$ cat src/rtl/uart_rx_ovs.sv
// Oversampling UART receiver with 3-sample majority vote,
// false-start filtering and parity/framing/break reporting.
module uart_rx_ovs #(
  parameter int DATA_W = 8,
  parameter int OVS    = 16
) (
  input  logic              clk_i,
  input  logic              arst_ni,
  input  logic              tick_i,
  input  logic              cfg_parity_en_i,
  input  logic              cfg_parity_type_i,
  input  logic              cfg_stop_bits_i,
  input  logic              rx_i,
  output logic [DATA_W-1:0] rx_data_o,
  output logic              rx_data_valid_o,
  output logic              rx_parity_err_o,
  output logic              rx_frame_err_o,
  output logic              rx_break_o,
  output logic              rx_busy_o
);

  localparam int CW = $clog2(OVS);
  localparam int BW = $clog2(DATA_W + 1);
  localparam int M  = OVS / 2;

  localparam logic [CW-1:0] LAST = CW'(OVS - 1);
  localparam logic [CW-1:0] MM1  = CW'(M - 1);
  localparam logic [CW-1:0] MM   = CW'(M);
  localparam logic [CW-1:0] MP1  = CW'(M + 1);
  localparam logic [BW-1:0] LBIT = BW'(DATA_W - 1);

  typedef enum logic [2:0] {
    IDLE,
    START,
    DATA,
    PARITY,
    STOP1,
    STOP2,
    WAIT_IDLE
  } state_t;

  state_t state;

  logic              rx_q;
  logic              rxs;
  logic [CW-1:0]     cnt;
  logic [BW-1:0]     bitcnt;
  logic [DATA_W-1:0] shreg;
  logic              par_bit;
  logic              par_en;
  logic              par_type;
  logic              stop2;
  logic              smp0;
  logic              smp1;

  logic vote;
  logic fin;
  logic ferr_c;
  logic perr_c;
  logic brk_c;

  always_ff @(posedge clk_i or negedge arst_ni) begin
    if (!arst_ni) begin
      rx_q <= 1'b1;
      rxs  <= 1'b1;
    end else begin
      rx_q <= rx_i;
      rxs  <= rx_q;
    end
  end

  assign vote = (smp0 & smp1) | (smp0 & rxs) | (smp1 & rxs);

  // A passing vote in STOP1 with two stop bits defers completion to STOP2
  assign fin = tick_i && cnt == MP1 &&
               ((state == STOP1 && !(stop2 && vote)) ||
                state == STOP2);

  assign ferr_c = ~vote;
  assign perr_c = par_en & (par_bit != (^shreg ^ par_type));
  assign brk_c  = ferr_c & (shreg == '0) & (~par_en | ~par_bit);

  assign rx_busy_o = (state != IDLE);

  always_ff @(posedge clk_i or negedge arst_ni) begin
    if (!arst_ni) begin
      state           <= IDLE;
      cnt             <= '0;
      bitcnt          <= '0;
      shreg           <= '0;
      par_bit         <= 1'b0;
      par_en          <= 1'b0;
      par_type        <= 1'b0;
      stop2           <= 1'b0;
      smp0            <= 1'b0;
      smp1            <= 1'b0;
      rx_data_o       <= '0;
      rx_data_valid_o <= 1'b0;
      rx_parity_err_o <= 1'b0;
      rx_frame_err_o  <= 1'b0;
      rx_break_o      <= 1'b0;
    end else begin
      rx_data_valid_o <= 1'b0;
      rx_parity_err_o <= 1'b0;
      rx_frame_err_o  <= 1'b0;
      rx_break_o      <= 1'b0;
      if (fin) begin
        rx_data_o       <= shreg;
        rx_data_valid_o <= ~perr_c & ~ferr_c;
        rx_parity_err_o <= perr_c;
        rx_frame_err_o  <= ferr_c;
        rx_break_o      <= brk_c;
        state           <= ferr_c ? WAIT_IDLE : IDLE;
      end else begin
        unique case (state)
          IDLE: begin
            if (!rxs) begin
              cnt      <= '0;
              bitcnt   <= '0;
              par_en   <= cfg_parity_en_i;
              par_type <= cfg_parity_type_i;
              stop2    <= cfg_stop_bits_i;
              state    <= START;
            end
          end
          WAIT_IDLE: begin
            if (rxs) state <= IDLE;
          end
          default: begin
            if (tick_i) begin
              cnt <= (cnt == LAST) ? '0 : cnt + CW'(1);
              if (cnt == MM1) smp0 <= rxs;
              if (cnt == MM)  smp1 <= rxs;
              unique case (state)
                START: begin
                  if (cnt == MP1 && vote) state <= IDLE;
                  else if (cnt == LAST)   state <= DATA;
                end
                DATA: begin
                  if (cnt == MP1)
                    shreg <= {vote, shreg[DATA_W-1:1]};
                  if (cnt == LAST) begin
                    if (bitcnt == LBIT) begin
                      bitcnt <= '0;
                      state  <= par_en ? PARITY : STOP1;
                    end else begin
                      bitcnt <= bitcnt + BW'(1);
                    end
                  end
                end
                PARITY: begin
                  if (cnt == MP1)  par_bit <= vote;
                  if (cnt == LAST) state   <= STOP1;
                end
                STOP1: begin
                  if (cnt == LAST) state <= STOP2;
                end
                default: ;
              endcase
            end
          end
        endcase
      end
    end
  end

endmodule

$ cat config.mk
export PLATFORM = sky130hd
export DESIGN_NAME = uart_rx_ovs
export DESIGN_NICKNAME = d
export VERILOG_FILES = /design/src/rtl/uart_rx_ovs.sv
export SDC_FILE = /design/constraint.sdc
export NUM_CORES = 1
export LEC_CHECK = 0
export CORE_MARGIN = 1
export CORE_UTILIZATION = 40
export DETAILED_ROUTE_END_ITERATION = 8
export GPL_TIMING_DRIVEN = 0
export PLACE_DENSITY_LB_ADDON = 0.08
export SLEW_MARGIN = 5
export SYNTH_ARGS = -nofsm -noshare
export SYNTH_HDL_FRONTEND = slang
export SYNTH_SLANG_ARGS = --single-unit
$ cat constraint.sdc
create_clock -name clk_i -period 3.5 [get_ports clk_i]
set_input_delay 0.525 -clock clk_i [delete_from_list [all_inputs] [get_ports clk_i]]
set_output_delay 0.525 -clock clk_i [all_outputs]
set_load 0.02 [all_outputs]
==> results.toml <==
[status]
status = "complete, no violations"

[floorplanning]
core_region_area_um2 = 4820
floorplan.rows = 25
floorplan.die.height_um = 73.3
floorplan.initialDensity_pct = 42.2
die_w_um = 73.3
io_pins = 20
die_footprint_um2 = 5370

[global_route]
via_count_of_the_first_global_routing_pass = 1564
maximum_number_of_pins_on_one_net_before_global_route_repair = 24
grt-ovfl-total = 0
globalRouteTotalUtil_pct = 17.7
grt_first_pass_wirelength_um = 7230
grt_antenna_before_repair = 0

[clock_network]
hold_buffers = 0
post_cts_buffers = 0
clk_pin_slew_worst_paths_ns = 0.08
tritoncts = "done"
numCtsBuffers = 5
ctsRootBufferMaster = "sky130_fd_sc_hd__clkbuf_8"
clock_sink_count = 39
clock_latency_ns = 0.28
cts-resized-gates = 0
h_tree_depth = 2
worst_case_clock_buffer_depth = 2

[route]
drcViolationCount = 0
viasPerCell = 5.16
antenna_left = 0
post_drt_wl_per_cell_um = 14.3
detailroute.via_count = 1518
dr_pass1_iterations = 4
detail_route.wirelength_um = 4190
first_iter_violations = 105

[synth]
yosysMostFrequentCell = "sky130_fd_sc_hd__dfrtp_1"
synth_area_leader_cell = "sky130_fd_sc_hd__dfrtp_1"
synth_async_sr_flop_share_pct = 100
synth_cell_types = 50
synth.yosys.seq_area_share_pct = 48.1
synth_top_area_share_pct = 45.5
synth_top_cells_by_count = "37 x sky130_fd_sc_hd__dfrtp_1, 28 x sky130_fd_sc_hd__o21ai_0, 27 x sky130_fd_sc_hd__nand2_1"
syn-instance-count = 199
mean_cell_area_of_the_mapped_netlist_um2 = 10.2
area_contributors_post_synth = "sky130_fd_sc_hd__dfrtp_1 46%, sky130_fd_sc_hd__o21ai_0 6.9%, sky130_fd_sc_hd__nand2_1 5.0%"
netlist_area_um2 = 2030
synthFlopType = "sky130_fd_sc_hd__dfrtp_1"
synth_seq_cells = 39
synthesis_warnings = 0
synth_edf_count = 0
mappedNetlistNets = 214

[timing]
slew_headroom_pct = 65.6
worst-slew-pin-transition_ns = 0.513
totalNegativeSetupSlack_ns = 0
clock_skew_ns = 0.00376
finalHoldViolations = 0
final_min_period_over_clock_period_pct = 72.6
finalSetupViolCount = 0
fmax_mhz = 394
maxSlewViolCount = 0
fin_crit_ns = 2.54
rsz_0062_raised_after_global_routing = "no"

[power]
max-vdd-ir-drop_mv = 0.452
power_mw = 2.25
power_leakage_nw = 1.06
powerDensity_nw_per_um2 = 928

[setup_path]
crit_type = "reg2out"
worstRegToRegCells = 6
timing.reg2reg.setup_slack_ns = 1.41
critical_path.max_fanout = 10
reg2reg_to = "shreg[7]$_DFFE_PN0P_"
critical_path.reg2reg.startpoint = "cnt[1]$_DFFE_PN0P_"
timing.critical_path.to = "rx_busy_o"
launch_point_of_the_critical_path = "state[0]$_DFFE_PN0P_"
worst_ep_arrival_time_ns = 2.02
required_ns = 2.97
endpoint_kind = "output port"
worstSetupStartpointType = "flop"

[placed_design]
placedInstanceArea_um2 = 2330
detailed_place_hpwl_um = 3080
port_buffers = 19
gp_congestion = 0.851
dpl.cell_count = 286

[final_layout]
fillCellCount = 499
number_of_antenna_diodes = 0
design_area_um2 = 2420
multi_input_area_um2 = 962
drive_above_1_share_pct = 16.3
post_route_insts_no_fill = 294
layout.area.seq_um2 = 978
layout-area-overhead-vs-synth_pct = 19.3
num-nets-final = 241

[flow_run]
timing.max_cap.violations = 0

[hold_path]
min_path_type = "in2async"
cells in the final DEF, fill, tap and decap left out, types with 2 or more instances in the layout:
master	netlist	routed
sky130_fd_sc_hd__nor3b_1	2	2
sky130_fd_sc_hd__nor3_1	5	5
sky130_fd_sc_hd__clkbuf_1	2	3
sky130_fd_sc_hd__xnor2_1	4	4
sky130_fd_sc_hd__mux2_2	5	5
sky130_fd_sc_hd__ha_1	8	8
sky130_fd_sc_hd__buf_2	2	3
sky130_fd_sc_hd__nor2_1	7	7
sky130_fd_sc_hd__clkdlybuf4s50_1	0	18
sky130_fd_sc_hd__dfstp_2	2	2
sky130_fd_sc_hd__nand2_1	27	27
sky130_fd_sc_hd__a22oi_1	2	2
sky130_fd_sc_hd__nand3_1	5	5
sky130_fd_sc_hd__nand2b_1	2	2
sky130_fd_sc_hd__nor2b_1	4	4
sky130_fd_sc_hd__o21ai_0	28	28
sky130_fd_sc_hd__dfrtp_1	37	37
sky130_fd_sc_hd__a21oi_1	4	4
sky130_fd_sc_hd__a211o_1	3	3
sky130_fd_sc_hd__nand4_1	3	3
sky130_fd_sc_hd__buf_4	2	2
sky130_fd_sc_hd__clkbuf_8	0	6
sky130_fd_sc_hd__nand3b_1	4	4
sky130_fd_sc_hd__inv_1	13	13
report_power, final:
| part | switching [mW] | internal (mW) | leakage [nW] |
|---|---|---|---|
| combinational | 0.623 | 0.535 | 0.537 |
| sequential | 0.140 | 0.635 | 0.478 |
| clock | 0.154 | 0.161 | 0.0484 |
| total | 0.918 | 1.33 | 1.06 |
metal layers:
layer,track usage [%],part of all wire [%]
met1,24.3,51
met2,27.6,45
met3,4.12,3.3
met4,6.41,1.1
met5,0,0
logic make-up after synthesis:
kind of cell	count (synthesis)	share of synthesized area [%]
and+or+nand+nor	69	18.3
AOI/OAI and AO/OA	49	16.7
DFF	39	48.1
buffers and inverters	20	4.55
adders and majority gates	9	5.60
muxes	8	4.55
xor gates and xnor gates	5	2.15
how the worst min path moves through the flow:
stage / depth (start not counted) / slack, ns / to
finish: 1 / 0.17 / rx_data_o[0]$_DFFE_PN0P_
global placement: 0 / 0.35 / rxs$_DFF_PN1_
detailed placement: 0 / 0.35 / rxs$_DFF_PN1_
CTS: 1 / 0.17 / rx_parity_err_o$_DFF_PN0_
floorplan: 0 / 0.23 / bitcnt[0]$_DFFE_PN0P_
global route: 1 / 0.18 / shreg[2]$_DFFE_PN0P_
critical path, stage by stage, from the launching register on:
cell	delay, ns
sky130_fd_sc_hd__dfrtp_1	0.40
sky130_fd_sc_hd__buf_2	0.20
sky130_fd_sc_hd__nor3_4	0.29
sky130_fd_sc_hd__inv_1	0.09
sky130_fd_sc_hd__buf_2	0.20
sky130_fd_sc_hd__clkdlybuf4s50_1	0.55
final cells by class:
cell class	count	area share (%)
Buffer	7	1.81
Clock buffer	7	3.56
Clock inverter	1	0.361
Inverter	13	2.01
Multi-Input combinational cell	140	39.7
Sequential cell	39	40.4
Tap cell	67	3.46
Timing Repair Buffer	20	8.77
registers in the layout, indices dropped and copies added (netlist names):
register,flops
bitcnt,4
cnt,4
par_bit,1
par_en,1
par_type,1
rx_break_o,1
rx_data_o,8
rx_data_valid_o,1
rx_frame_err_o,1
rx_parity_err_o,1
rx_q,1
rxs,1
shreg,8
smp0,1
smp1,1
state,3
stop2,1
through the flow:
stage,setup slack (ns),hold slack (ns),util [%]
2_1_floorplan,1.63,0.229,-
3_3_place_gp,0.921,0.348,47.9
3_5_place_dp,0.904,0.347,48.4
4_1_cts,0.951,0.173,50.3
5_1_grt,0.875,0.184,50.3
6_report,0.959,0.169,50.3
No activity file was read; power rests on OpenSTA's default activity.
